[config.mk]
export PLATFORM = sky130hd
export DESIGN_NAME = input_conditioner
export DESIGN_NICKNAME = d
export VERILOG_FILES = /design/src/rtl/input_conditioner_pkg.sv /design/src/rtl/conditioner_channel.sv /design/src/rtl/input_conditioner.sv
export SDC_FILE = /design/constraint.sdc
export NUM_CORES = 1
export LEC_CHECK = 0
export CAP_MARGIN = 20
export CORE_MARGIN = 2
export CORE_UTILIZATION = 57
export DETAILED_ROUTE_END_ITERATION = 7
export PLACE_DENSITY = 0.8
export REMOVE_ABC_BUFFERS = 1
export SLEW_MARGIN = 20
export SYNTH_ARGS = -nofsm -noshare
export SYNTH_HDL_FRONTEND = slang
export SYNTH_SLANG_ARGS = --single-unit
[constraint.sdc]
create_clock -name clk -period 2.8 [get_ports clk]
set_input_delay 0.28 -clock clk [delete_from_list [all_inputs] [get_ports clk]]
set_output_delay 0.28 -clock clk [all_outputs]
set_load 0.1 [all_outputs]
[src/rtl/input_conditioner_pkg.sv]
// Shared constants and helpers for the switch/button input conditioner.
// Defaults give a 1 ms debounce tick at 50 MHz and a 30 ms stability window.
package input_conditioner_pkg;

  localparam int CLK_PERIOD_NS = 20;
  localparam int TICK_NS       = 1_000_000;
  localparam int DEBOUNCE_MS   = 30;

  localparam int DEFAULT_PRESCALE     = TICK_NS / CLK_PERIOD_NS;
  localparam int DEFAULT_STABLE_TICKS = DEBOUNCE_MS;

  typedef enum logic [1:0] {
    EDGE_NONE = 2'd0,
    EDGE_RISE = 2'd1,
    EDGE_FALL = 2'd2
  } edge_kind_e;

  // Ceiling log2, bounded loop so it stays a legal constant function.
  function automatic int clog2(input int value);
    int result;
    result = 0;
    for (int i = 0; i < 31; i++) begin
      if ((1 << i) < value) begin
        result = i + 1;
      end
    end
    return result;
  endfunction

endpackage

[src/rtl/conditioner_channel.sv]
// One input bit: synchroniser chain, tick-based debounce counter, and the
// committed level with its registered edge pulses and toggle latch.
module conditioner_channel
  import input_conditioner_pkg::*;
#(
  parameter int   SYNC_STAGES  = 2,
  parameter int   STABLE_TICKS = DEFAULT_STABLE_TICKS,
  parameter logic RESET_LEVEL  = 1'b0
) (
  input  logic clk,
  input  logic reset,
  input  logic tick,
  input  logic raw_in,
  input  logic toggle_en,
  output logic level_out,
  output logic rise_pulse,
  output logic fall_pulse,
  output logic toggle_out,
  output logic commit
);

  localparam int CNT_W = clog2(STABLE_TICKS) + 1;
  localparam logic [CNT_W-1:0] CNT_LAST = CNT_W'(STABLE_TICKS - 1);

  logic [SYNC_STAGES-1:0] sync_q;
  logic [CNT_W-1:0]       cnt_q;
  logic [CNT_W-1:0]       cnt_d;
  logic                   synced;
  logic                   differs;
  edge_kind_e             edge_kind;

  assign synced  = sync_q[SYNC_STAGES-1];
  assign differs = (synced != level_out);
  assign commit  = tick && differs && (cnt_q >= CNT_LAST);

  always_ff @(posedge clk) begin
    if (reset) begin
      sync_q <= {SYNC_STAGES{RESET_LEVEL}};
    end else begin
      sync_q <= {sync_q[SYNC_STAGES-2:0], raw_in};
    end
  end

  // Any cycle where the input agrees with the committed level restarts the count.
  always_comb begin
    cnt_d     = cnt_q;
    edge_kind = EDGE_NONE;
    if (!differs) begin
      cnt_d = '0;
    end else if (tick) begin
      if (commit) begin
        cnt_d     = '0;
        edge_kind = synced ? EDGE_RISE : EDGE_FALL;
      end else begin
        cnt_d = cnt_q + 1'b1;
      end
    end
  end

  always_ff @(posedge clk) begin
    if (reset) begin
      cnt_q      <= '0;
      level_out  <= RESET_LEVEL;
      rise_pulse <= 1'b0;
      fall_pulse <= 1'b0;
      toggle_out <= 1'b0;
    end else begin
      cnt_q      <= cnt_d;
      rise_pulse <= (edge_kind == EDGE_RISE);
      fall_pulse <= (edge_kind == EDGE_FALL);
      if (commit) begin
        level_out <= synced;
      end
      if ((edge_kind == EDGE_RISE) && toggle_en) begin
        toggle_out <= ~toggle_out;
      end
    end
  end

endmodule

[src/rtl/input_conditioner.sv]
// Multi-channel switch/button front end. A single shared prescaler produces
// the debounce tick for every channel; any_change flags a commit on any bit.
module input_conditioner
  import input_conditioner_pkg::*;
#(
  parameter int              N_CH         = 8,
  parameter int              SYNC_STAGES  = 2,
  parameter int              PRESCALE     = DEFAULT_PRESCALE,
  parameter int              STABLE_TICKS = DEFAULT_STABLE_TICKS,
  parameter logic [N_CH-1:0] RESET_VALUE  = {N_CH{1'b0}}
) (
  input  logic            clk,
  input  logic            reset,
  input  logic            enable,
  input  logic [N_CH-1:0] raw_in,
  input  logic [N_CH-1:0] toggle_en,
  output logic [N_CH-1:0] level_out,
  output logic [N_CH-1:0] rise_pulse,
  output logic [N_CH-1:0] fall_pulse,
  output logic [N_CH-1:0] toggle_out,
  output logic            any_change
);

  localparam int PCNT_W = clog2(PRESCALE);
  localparam logic [PCNT_W-1:0] PCNT_LAST = PCNT_W'(PRESCALE - 1);

  logic [PCNT_W-1:0] pcnt_q;
  logic              tick;
  logic [N_CH-1:0]   commit_vec;

  assign tick = enable && (pcnt_q == PCNT_LAST);

  // Frozen while enable is low so pending debounce counts simply hold.
  always_ff @(posedge clk) begin
    if (reset) begin
      pcnt_q <= '0;
    end else if (enable) begin
      pcnt_q <= tick ? '0 : pcnt_q + 1'b1;
    end
  end

  always_ff @(posedge clk) begin
    if (reset) begin
      any_change <= 1'b0;
    end else begin
      any_change <= |commit_vec;
    end
  end

  for (genvar i = 0; i < N_CH; i++) begin : g_ch
    conditioner_channel #(
      .SYNC_STAGES (SYNC_STAGES),
      .STABLE_TICKS(STABLE_TICKS),
      .RESET_LEVEL (RESET_VALUE[i])
    ) u_channel (
      .clk       (clk),
      .reset     (reset),
      .tick      (tick),
      .raw_in    (raw_in[i]),
      .toggle_en (toggle_en[i]),
      .level_out (level_out[i]),
      .rise_pulse(rise_pulse[i]),
      .fall_pulse(fall_pulse[i]),
      .toggle_out(toggle_out[i]),
      .commit    (commit_vec[i])
    );
  end

endmodule

## Word level (Yosys, flattened, before mapping)

Cells that the tools add are included.

- Reductions and logical operators: 34
- $add $sub $neg: 9
- Equality and inequality tests: 25
- Muxes and demuxes: 41
- Bitwise logic cells: 16
- Magnitude comparators: 8

Operator list:

| operator | number |
|---|---|
| $mux W2 | 32 |
| $add A6 B1 Y6 const B | 8 |
| $ge A6 B5 Y1 const B | 8 |
| $mux W6 | 8 |
| $logic_and A1 B1 Y1 | 25 |
| $add A16 B1 Y16 const B | 1 |
| $eq A16 B16 Y1 const B | 1 |
| $eq A2 B1 Y1 const B | 8 |
| $eq A2 B2 Y1 const B | 8 |
| $mux W16 | 1 |
| $not A1 Y1 | 16 |
| $reduce_or A2 Y1 | 8 |
| $ne A1 B1 Y1 | 8 |
| $reduce_or A8 Y1 | 1 |

- Register bits: 113
- Logic and storage cells: 183
- Output and inout bits: 33

## Depth between registers and ports, before layout

Gate-level depths: netlist of the first run.

- Word-level depth: 9
- Depth in mapped cells: 8

## By module

From an unflattened synthesis of the first run, not the netlist that was laid out.

- Cell total of the unflattened synthesis: 657
- Area total of the unflattened synthesis: 6229.7 um^2

By module, submodules not included:

| module | area each (um^2) | cells an instance | sequential area each (um^2) | instances |
|---|---|---|---|---|
| conditioner_channel | 678.2 | 71 | 240.2 | 8 |
| input_conditioner | 804.5 | 89 | 340.3 | 1 |

## Worst setup path before layout of the first run

OpenSTA, ideal clock, no wires.

- Path type: register -> register
- Start: reg pcnt_q[12]
- End: reg g_ch[1].u_channel.cnt_q[5]
- Cell stages (with the launch flop): 7
- Required time: 2.728 ns
- Arrival time: 2.271 ns
- Slack: 0.457 ns
- Period minus slack after synthesis: 2.343 ns
- Buffers on the path: 2
- Cell sequence: dfxtp_1 -> or4b_4 -> or4_4 -> buf_6 -> buf_6 -> or4_1 -> a21oi_1

- Word-level cells in the longest chain between the ends: 5

Ends and longest elaborated chain:

| what | line | RTL |
|---|---|---|
| start, declared | input_conditioner.sv:27 | `logic [PCNT_W-1:0] pcnt_q;` |
| start signal, assigned | input_conditioner.sv:38 | `pcnt_q <= tick ? '0 : pcnt_q + 1'b1;` |
| $eq A16 B16 Y1 * | input_conditioner.sv:31 | `assign tick = enable && (pcnt_q == PCNT_LAST);` |
| $logic_and A1 B1 Y1 * | input_conditioner.sv:31 |  |
| $logic_and A1 B1 Y1 (2 in a row) | conditioner_channel.sv:34 | `assign commit = tick && differs && (cnt_q >= CNT_LAST);` |
| $mux W6 | conditioner_channel.sv:51 | `if (commit) begin` |
| end signal, assigned | conditioner_channel.sv:68 | `cnt_q <= cnt_d;` |
| end, declared | conditioner_channel.sv:26 | `logic [CNT_W-1:0] cnt_q;` |

Mark *: on every way between the ends. The rest lies on a longest branch, timed or not.
A chain may end at the register's enable or synchronous reset.

## Worst setup path in the final report of the first run

- Start: reg pcnt_q[12]
- End: reg g_ch[2].u_channel.cnt_q[5]

- Word-level cells in the longest chain between the ends: 5

Ends and longest elaborated chain:

| what | line |
|---|---|
| $eq A16 B16 Y1 * | input_conditioner.sv:31 |
| $logic_and A1 B1 Y1 * | input_conditioner.sv:31 |
| $logic_and A1 B1 Y1 (2 in a row) | conditioner_channel.sv:34 |
| $mux W6 | conditioner_channel.sv:51 |
| end signal, assigned | conditioner_channel.sv:68 |
| end, declared | conditioner_channel.sv:26 |

Marked as above.

==> results of run 1 <==
power by group through the flow:
stage | clock (W) | sequential (W) | combinational (W)
6_report | 0.00214 | 0.00163 | 0.0000781
4_1_cts | 0.00217 | 0.00163 | 0.0000785
3_5_place_dp | 0 | 0.00167 | 0.0000779
5_1_grt | 0.00224 | 0.00163 | 0.0000862
2_1_floorplan | 0 | 0.00166 | 0.0000276
3_3_place_gp | 0 | 0.00167 | 0.0000760
layout make-up:
class	count	share of cell area, %
Multi-Input combinational cell	419	42.1
Timing Repair Buffer	64	8.28
Clock inverter	10	2.11
Inverter	32	1.91
Sequential cell	113	36.0
Tap cell	111	2.21
Clock buffer	22	7.37
worst paths after layout:
kind	slack, ps	startpoint	cells past startpoint	to
worst min-delay path	220	reset	2	g_ch[3].u_channel.sync_q[1]
worst max register to register	240	pcnt_q[12]	5	g_ch[2].u_channel.cnt_q[5]
worst min register to register	430	g_ch[5].u_channel.sync_q[0]	1	g_ch[5].u_channel.sync_q[1]
worst max-delay path	240	pcnt_q[12]	5	g_ch[2].u_channel.cnt_q[5]
per-layer routing:
layer	up-vias	part of all wire, %	track usage, %
met5	-	0	0
met3	29	6.0	6.93
met1	2091	43	27.1
li1	2228	-	-
met2	117	48	40.2
met4	0	2.2	10.9
state kept, by name, summed over array words and instances, names as in the netlist:
name and flops:
any_change 1, g_ch.u_channel.cnt_q 48, g_ch.u_channel.fall_pulse 8, g_ch.u_channel.level_out 8, g_ch.u_channel.rise_pulse 8, g_ch.u_channel.sync_q 16, g_ch.u_channel.toggle_out 8, pcnt_q 16
per-stage QoR:
step	worst slack, ps	hold WS [ps]	total power (W)	utilization (%)
after floorplan	293	349	0.00169	-
after global placement	295	418	0.00174	61.9
after detailed placement	210	423	0.00174	61.9
after CTS	239	200	0.00388	68.3
after global routing	116	237	0.00396	68.3
final	238	223	0.00385	68.3
logic make-up (layout without fill, tap and decap cells):
logic type	count (synthesis)	count (layout)	share of synthesized area (%)
AOI/OAI and AO/OA	140	140	15.1
xor gates and xnor gates	24	24	3.91
adders and majority gates	25	25	5.82
buffers and inverters	87	128	8.76
DFF	113	113	42.1
and+or+nand+nor	230	230	24.3
synthesized netlist by cell type (all sizes together), types with 16 or more instances:
| cell | number |
|---|---|
| a21oi | 57 |
| buf | 38 |
| clkbuf | 17 |
| dfxtp | 113 |
| ha | 25 |
| inv | 32 |
| nand2 | 45 |
| nand3 | 28 |
| nor2 | 26 |
| nor2b | 20 |
| nor3 | 16 |
| nor3b | 16 |
| o21ai | 39 |
| o31ai | 20 |
| or3 | 31 |
| or4 | 21 |
| xnor2 | 17 |
==> results.tsv, run 1 <==
metric	value	unit
status	finished, final reports clean	
antenna_found_initial	0	
holdCritPathClass	input port to flop	
cts-root-buf	clkbuf_8	
powerDensity	612	nW/um2
power_leakage	2.06	nW
period_share	91.5	%
p_int	0.00308	W
grt.overflow.total	0	
syn_area	5370	um2
path_delay_family	simple AND/OR/NAND/NOR gates	
grt_first_pass_wirelength	19200	um
synth_edf_count	0	
swShare	19.9	%
p_clk_share	55.6	%
rsz0062_at_grt	false	
ctsResizeCount	0	
max_stage_delay	580	ps
fillers	712	
drc	0	
p_comb_share	2.0	%
gp_congestion	0.815	
placed_cell_area	5690	um2
final_cell_mix	dfxtp_1 (113), a21oi_1 (57), buf_4 (46)	
arrival	2920	ps
ys_ff_latch	113	
drt_iter0_markers	200	
design_area	6280	um2
async_reset_ff_share	0	%
drt_pass1_iterations	4	
yosys_most_used_dff	dfxtp_1	
routed_via_density	5.79	
grt_max_degree	53	
finalSetupTns	0	ps
post_cts_buffers	0	
final-hold-violation-count	0	
crit_type	flop to flop	
grt_pass1_vias	4486	
peakVddDrop	412	uV
cts_tree	done	
fp.dieH	101	um
io_buffers	51	
nets	691	
clock_sinks	113	
crit_buf_inv	1	
wl_per_cell	14.7	um
avgSynthCellArea	8.68	um2
crit_path_cell_trace	or4b_4 -> or4_4 -> buf_4 -> o21ai_0 -> a21oi_1	
cp-start-kind	flop	
cp-end-kind	flop	
globalRouteTotalUtil	23.6	%
die_area	10200	um2
setup_violations	0	
multi_input_area	2650	um2
netlist_instances	619	
slew_headroom	54.1	%
yosysUniqueCellTypes	41	
cts_hold_buf	0	
cts_buffers	17	
insertion_delay	510	ps
power_frac_seq	42.4	%
place_hpwl	7590	um
die_w	101	um
period_needed	2560	ps
drv_cap	0	
clock_path_buffers	2	
drtAntennaViolNets	0	
skew	5.25	ps
worst_pin_slew	684	ps
io_pins	52	
core_area	9200	um2
path_clk_slew	50	ps
p_sw	0.000767	W
drive_gt1_share	12.6	%
start_util	58.4	%
num_vias	4465	
fin_cells	771	
routed_wl	11300	um
placedCellCount	739	
max_freq	0.390	GHz
diodes	0	
regArea	2260	um2
crit_path_max_fanout	46	
crit_required	3160	ps
yosysTopAreaCellShare	42.1	%
critPathSlowestCell	or4b_4	
ctsHtreeMaxLevel	4	
synthToLayoutAreaGrowth	17.0	%
synth_top_cell_by_area	dfxtp_1	
synth.area.top_cells	dfxtp_1 (42%), ha_1 (5.8%), a21oi_1 (5.3%)	
drv_slew	0	
synth-seq-area-share	42.1	%
ys_warn_count	0	
rows	35	
final_common_cell	dfxtp_1	
Note: power is estimated with default switching activity, not from simulation.
==> inputs of run 2 (changes only) <==
- ABC_AREA: not set -> 1
==> run 2 against run 1 <==
  * Area after synthesis fell by 0.77%
  * Largest power group unchanged
  * Flip-flop and latch count unchanged
  * Critical path depth rose by 5
  * Critical path type unchanged
==> results.tsv, run 2 <==
metric	value	unit	change
max_stage_delay	350	ps	was 580 ps
powerDensity	608	nW/um2	was 612 nW/um2
critPathSlowestCell	dfxtp_1		was or4b_4
clock_path_buffers	2		unchanged
setup_violations	0		unchanged
crit_required	3260	ps	was 3160 ps
period_share	69.2	%	was 91.5%
final_common_cell	nand2_1		was dfxtp_1
largest_reg_flops	48		unchanged
place_hpwl	7390	um	was 7590 um
rows	35		unchanged
arrival	2400	ps	was 2920 ps
cts_buffers	17		unchanged
crit_path_max_fanout	49		was 46
reg_top3	g_ch.u_channel.cnt_q: 48 flops, g_ch.u_channel.sync_q: 16 flops, pcnt_q: 16 flops		unchanged
skew	5.60	ps	was 5.25 ps
crit_top_cell	nand2_1		
diodes	0		unchanged
drt_iter0_markers	206		was 200
avgSynthCellArea	7.43	um2	was 8.68 um2
drv_slew	0		unchanged
holdPathStages	2		unchanged
fp.dieH	101	um	about the same
grt_max_degree	50		was 53
netlist_instances	717		was 619
path_clk_slew	50	ps	about the same
synth-seq-area-share	42.5	%	was 42.1%
drtAntennaViolNets	0		unchanged
ctsResizeCount	0		unchanged
async_reset_ff_share	0	%	unchanged
start_util	58.2	%	was 58.4%
design_area	6170	um2	was 6280 um2
cp-start-kind	flop		unchanged
worst_pin_slew	702	ps	was 684 ps
finalSetupTns	0	ps	unchanged
placed_cell_area	5600	um2	was 5690 um2
post_cts_buffers	0		unchanged
routed_wl	11000	um	was 11,300 um
drive_gt1_share	9.93	%	was 12.6%
wl_per_cell	12.7	um	was 14.7 um
rsz0062_at_grt	false		unchanged
clock_sinks	113		unchanged
die_area	10100	um2	was 10,200 um2
synth_edf_count	0		unchanged
num_vias	4513		was 4,465
ys_warn_count	0		unchanged
period_needed	1940	ps	was 2560 ps
status	finished, final reports clean		unchanged
yosys_most_used_dff	dfxtp_1		unchanged
drc	0		unchanged
globalRouteTotalUtil	23.0	%	was 23.6%
yosysTopAreaCellShare	42.5	%	was 42.1%
holdWs	159	ps	was 223 ps
grt_first_pass_wirelength	18700	um	was 19,200 um
drv_cap	0		unchanged
reg2reg_depth	10		was 5
synthTopCellsByCount	nand2_1 (118), nor2_1 (117), dfxtp_1 (113)		was dfxtp_1 (113), a21oi_1 (57), nand2_1 (45)
synthToLayoutAreaGrowth	15.8	%	was 17.0%
cts_hold_buf	0		unchanged
ctsHtreeMaxLevel	4		unchanged
final-hold-violation-count	0		unchanged
regMostFlops	g_ch.u_channel.cnt_q		unchanged
drt_pass1_iterations	5		was 4
yosysUniqueCellTypes	30		was 41
io_buffers	51		unchanged
crit_type	flop to flop		unchanged
synth_top_cell_by_area	dfxtp_1		unchanged
insertion_delay	510	ps	about the same
ys_ff_latch	113		unchanged
gp_congestion	0.832		was 0.815
crit_path_cell_trace	ha_1 -> nand2_1 -> nor2_1 -> nand2_1 -> nor2_4 -> buf_12 -> nor2_2 -> inv_1 -> a21oi_1 -> o21a_1		was or4b_4 -> or4_4 -> buf_4 -> o21ai_0 -> a21oi_1
cp-end-kind	flop		unchanged
max_freq	0.516	GHz	was 0.390 GHz
power_leakage	2.58	nW	was 2.06 nW
holdCritPathClass	input port to flop		unchanged
io_pins	52		unchanged
antenna_found_initial	0		unchanged
cts-root-buf	clkbuf_8		unchanged
final_cell_mix	nand2_1 (118), nor2_1 (117), dfxtp_1 (113)		was dfxtp_1 (113), a21oi_1 (57), buf_4 (46)
synth.area.top_cells	dfxtp_1 (42%), nand2_1 (8.3%), nor2_1 (8.2%)		was dfxtp_1 (42%), ha_1 (5.8%), a21oi_1 (5.3%)
grt_pass1_vias	4365		was 4,486
slew_headroom	52.9	%	was 54.1%
die_w	101	um	about the same
synth_most_common_cell	nand2_1		was dfxtp_1
nets	787		was 691
cts_tree	done		unchanged
syn_area	5330	um2	was 5370 um2
core_area	9150	um2	was 9200 um2
totalPowerFinal	0.00375	W	was 0.00385 W
grt.overflow.total	0		unchanged
peakVddDrop	337	uV	was 412 uV
routed_via_density	5.21		was 5.79
## run 2: cell types whose count changed in the layout (fill, tap and decap cells not counted), sizes merged, moves of 11 or more
cell | previous run | this run
a21oi | 57 | 29
inv | 32 | 104
nand2 | 45 | 118
nand3 | 28 | 43
nor2 | 26 | 120
nor2b | 20 | 0
nor3 | 16 | 38
nor3b | 16 | 0
o21ai | 39 | 12
o31ai | 20 | 1
or3 | 31 | 0
or4 | 21 | 0
xor2 | 7 | 18
## run 2: cell families after synthesis
logic type	synth area share, %
flip-flops	42.5
AND/OR/NAND/NOR	27.4
adder cells (fa/ha/maj)	5.87
AO/OA/AOI/OAI	6.20
buffers and inverters	13.5
XOR/XNOR	4.60
## run 2: cell type report
class | instances | area, um2
Multi-Input combinational cell | 452 | 2350
Clock inverter | 11 | 113
Clock buffer | 20 | 455
Timing Repair Buffer | 54 | 458
Fill cell | 721 | 2980
Sequential cell | 113 | 2260
Inverter | 105 | 394
Tap cell | 111 | 139
## run 2: worst paths after layout
check | end | slack [ps] | startpoint
setup / recovery | pcnt_q[13] | 860 | pcnt_q[0]
hold / removal | g_ch[5].u_channel.sync_q[0] | 160 | reset
setup reg to reg | pcnt_q[13] | 860 | pcnt_q[0]
hold reg to reg | g_ch[1].u_channel.sync_q[1] | 400 | g_ch[1].u_channel.sync_q[0]
## run 2: power by group
group	switching [W]	total, W	internal [W]
Sequential	0.00000968	0.00163	0.00162
Combinational	0.0000450	0.0000790	0.0000340
Clock	0.000723	0.00204	0.00132
## run 2: metal layers
metal,routed length [um],global-route usage (%),up-vias,share of wire (%)
met1,4660,25.7,2081,42
met3,487,5.41,26,4.4
li1,-,-,2280,-
met4,226,9.59,0,2.1
met2,5600,41.7,126,51
met5,0,0,-,0
## run 2: metrics by stage
stage | cells | worst slack (ps) | utilization [%]
6_report | 866 | 863 | 67.4
5_1_grt | 866 | 693 | 67.4
4_1_cts | 866 | 882 | 67.4
3_5_place_dp | 835 | 605 | 61.2
3_3_place_gp | 835 | 694 | 61.2
2_1_floorplan | 670 | 533 | -
## run 2: critical path, delay by kind of cell (launching register included)
kind,cells,cell delay [ps]
simple gates,5,580
buf+inv,2,390
flops,1,350
compound gates,2,310
fa+ha+maj,1,260
==> inputs of run 3 (changes only) <==
- clock period: 2.8 -> 1.8 ns (I/O delays scaled with it)
==> run 3 against run 2 <==
  * Critical path depth stayed put
  * Highest routed layer unchanged
  * Largest power group unchanged
  * Sequential power is 56% higher
  * Maximum frequency is 10% higher
  * Routed wire length is 7.9% higher
  * Flip-flop and latch count stayed put
  * Clock-buffer cell count is 2 higher
==> results.tsv, run 3 (synthesis gave the netlist of run 2 again) <==
metric	value	unit	change
crit_top_cell	nand2_1		unchanged
holdCritPathClass	input port to flop		unchanged
critPathSlowestCell	dfxtp_1		unchanged
cp-end-kind	flop		unchanged
holdPathStages	3		was 2
dr_wl_met2	6030	um	was 5600 um
r2r_start	pcnt_q[0]		unchanged
period_share	97.7	%	was 69.2%
routed_via_density	5.27		was 5.21
cts_buffers	17		unchanged
slew_headroom	70.0	%	was 52.9%
setup_slack	41.2	ps	was 863 ps
period_needed	1760	ps	was 1940 ps
reg_top3	g_ch.u_channel.cnt_q: 48 flops, g_ch.u_channel.sync_q: 16 flops, pcnt_q: 16 flops		unchanged
drv_slew	0		unchanged
totalPowerFinal	0.00616	W	was 0.00375 W
max_stage_delay	390	ps	was 350 ps
gp_congestion	0.837		was 0.832
crit_path_cell_trace	ha_4 -> nand2_1 -> nor2_1 -> nand2_1 -> nor2_4 -> buf_4 -> clkbuf_16 -> nand2_1 -> nor3_1 -> nor3_1		was ha_1 -> nand2_1 -> nor2_1 -> nand2_1 -> nor2_4 -> buf_12 -> nor2_2 -> inv_1 -> a21oi_1 -> o21a_1
final-hold-violation-count	0		unchanged
grt_pass1_vias	4357		was 4,365
path_delay_family	simple AND/OR/NAND/NOR gates		unchanged
drv_cap	0		unchanged
peakVddDrop	628	uV	was 337 uV
rr_endpoint	g_ch[1].u_channel.cnt_q[4]		was pcnt_q[13]
multi_input_area	2390	um2	was 2350 um2
rows	35		unchanged
holdPathEnd	g_ch[3].u_channel.sync_q[0]		was g_ch[5].u_channel.sync_q[0]
setup_violations	0		unchanged
max_freq	0.569	GHz	was 0.516 GHz
arrival	2150	ps	was 2400 ps
grt_max_degree	41		was 50
status	finished, final reports clean		unchanged
path_clk_slew	60	ps	was 50 ps
ctsHtreeMaxLevel	4		unchanged
io_pins	52		unchanged
reg2reg_slack	40	ps	was 860 ps
largest_reg_flops	48		unchanged
crit_type	flop to flop		unchanged
crit_buf_inv	2		unchanged
final_cell_mix	nor2_1 (117), nand2_1 (114), dfxtp_1 (112)		was nand2_1 (118), nor2_1 (117), dfxtp_1 (113)
regArea	2260	um2	about the same
diodes	0		unchanged
crit_required	2190	ps	was 3260 ps
nets	816		was 787
die_w	101	um	unchanged
insertion_delay	510	ps	about the same
clock_sinks	113		unchanged
fp.dieH	101	um	unchanged
topRoutingLayerUsed	met4		unchanged
die_area	10100	um2	unchanged
powerDensity	939	nW/um2	was 608 nW/um2
start_util	58.2	%	unchanged
wl_per_cell	13.2	um	was 12.7 um
preCtsSetupSlack	-25.2	ps	was 605 ps
min-delay-start	raw_in[3]		was reset
grt_first_pass_wirelength	18400	um	was 18,700 um
core_area	9150	um2	unchanged
fillers	640		was 721
synthToLayoutAreaGrowth	23.1	%	was 15.8%
place_hpwl	7670	um	was 7390 um
met1_length	5010	um	was 4660 um
met3_length	490	um	was 487 um
cts-root-buf	clkbuf_8		unchanged
skew	8.49	ps	was 5.60 ps
cts_tree	done		unchanged
reg2reg_depth	10		unchanged
regMostFlops	g_ch.u_channel.cnt_q		unchanged
antenna_found_initial	0		unchanged
crit_path_max_fanout	20		was 49
finalSetupTns	0	ps	unchanged
drtAntennaViolNets	0		unchanged
drt_pass1_iterations	5		unchanged
drt_iter0_markers	242		was 206
grt.overflow.total	0		unchanged
worst_pin_slew	447	ps	was 702 ps
routed_wl	11800	um	was 11,000 um
power_leakage	2.78	nW	was 2.58 nW
final_common_cell	nor2_1		was nand2_1
num_vias	4724		was 4,513
drive_gt1_share	14.4	%	was 9.93%
cp-start-kind	flop		unchanged
drc	0		unchanged
globalRouteTotalUtil	22.6	%	was 23.0%
io_buffers	51		unchanged
clock_path_buffers	2		unchanged
==> run 3: worst register-to-register path: cells and delay by family, from the launching register on <==
family / cells / cell delay [ps]
adder cells (fa/ha/maj): 1 / 180
buffers and inverters: 2 / 350
flip-flops: 1 / 390
AND/OR/NAND/NOR: 7 / 730
==> run 3: worst max-delay path by stage <==
| stage | from | end | slack (ps) | depth (start not counted) |
|---|---|---|---|---|
| after detailed placement | enable | pcnt_q[12] | -30 | 11 |
| after global placement | enable | g_ch[2].u_channel.cnt_q[4] | -8 | 9 |
| final | pcnt_q[0] | g_ch[1].u_channel.cnt_q[4] | 40 | 10 |
| after floorplan | pcnt_q[0] | g_ch[0].u_channel.cnt_q[0] | -470 | 8 |
| after global routing | pcnt_q[0] | g_ch[1].u_channel.cnt_q[4] | -70 | 10 |
| after CTS | pcnt_q[1] | g_ch[3].u_channel.cnt_q[0] | -7 | 9 |
==> run 3: cell type report <==
class | count | share of cell area [%]
Tap cell | 111 | 2.12
Sequential cell | 113 | 34.5
Clock buffer | 22 | 7.06
Clock inverter | 10 | 2.38
Inverter | 105 | 6.06
Timing Repair Buffer | 82 | 11.3
Multi-Input combinational cell | 452 | 36.4
Timing Repair inverter | 1 | 0.114
==> run 3: routing by layer <==
layer  vias to the layer above  GRT usage, %
met5                         -             0
met4                         0          10.9
met3                        30          5.20
met2                       150          40.3
met1                      2189          25.3
li1                       2355             -
==> run 3: where the power goes <==
| part | leakage, nW | internal (W) | total (W) | switching (W) |
|---|---|---|---|---|
| logic | 1.56 | 0.0000732 | 0.000150 | 0.0000772 |
| registers | 0.914 | 0.00252 | 0.00254 | 0.0000165 |
| clock network | 0.305 | 0.00235 | 0.00347 | 0.00112 |
| total | 2.78 | 0.00495 | 0.00616 | 0.00121 |
==> run 3: repair_timing <==
action	CTS	global route
endpoints found under the hold margin	1	0
pin swaps	0	1
setup endpoints to repair	3	68
gates cloned	0	3
gates resized for setup	0	14
hold buffers	1	0
buffers inserted	0	2
==> run 3: per-stage QoR <==
stage | area [um2] | instances | hold WS [ps] | utilization, %
4_1_cts | 6440 | 891 | 167 | 70.4
5_1_grt | 6560 | 896 | 177 | 71.7
2_1_floorplan | 5010 | 670 | 249 | -
3_5_place_dp | 5810 | 858 | 396 | 63.5
3_3_place_gp | 5810 | 858 | 390 | 63.5
6_report | 6560 | 896 | 180 | 71.7
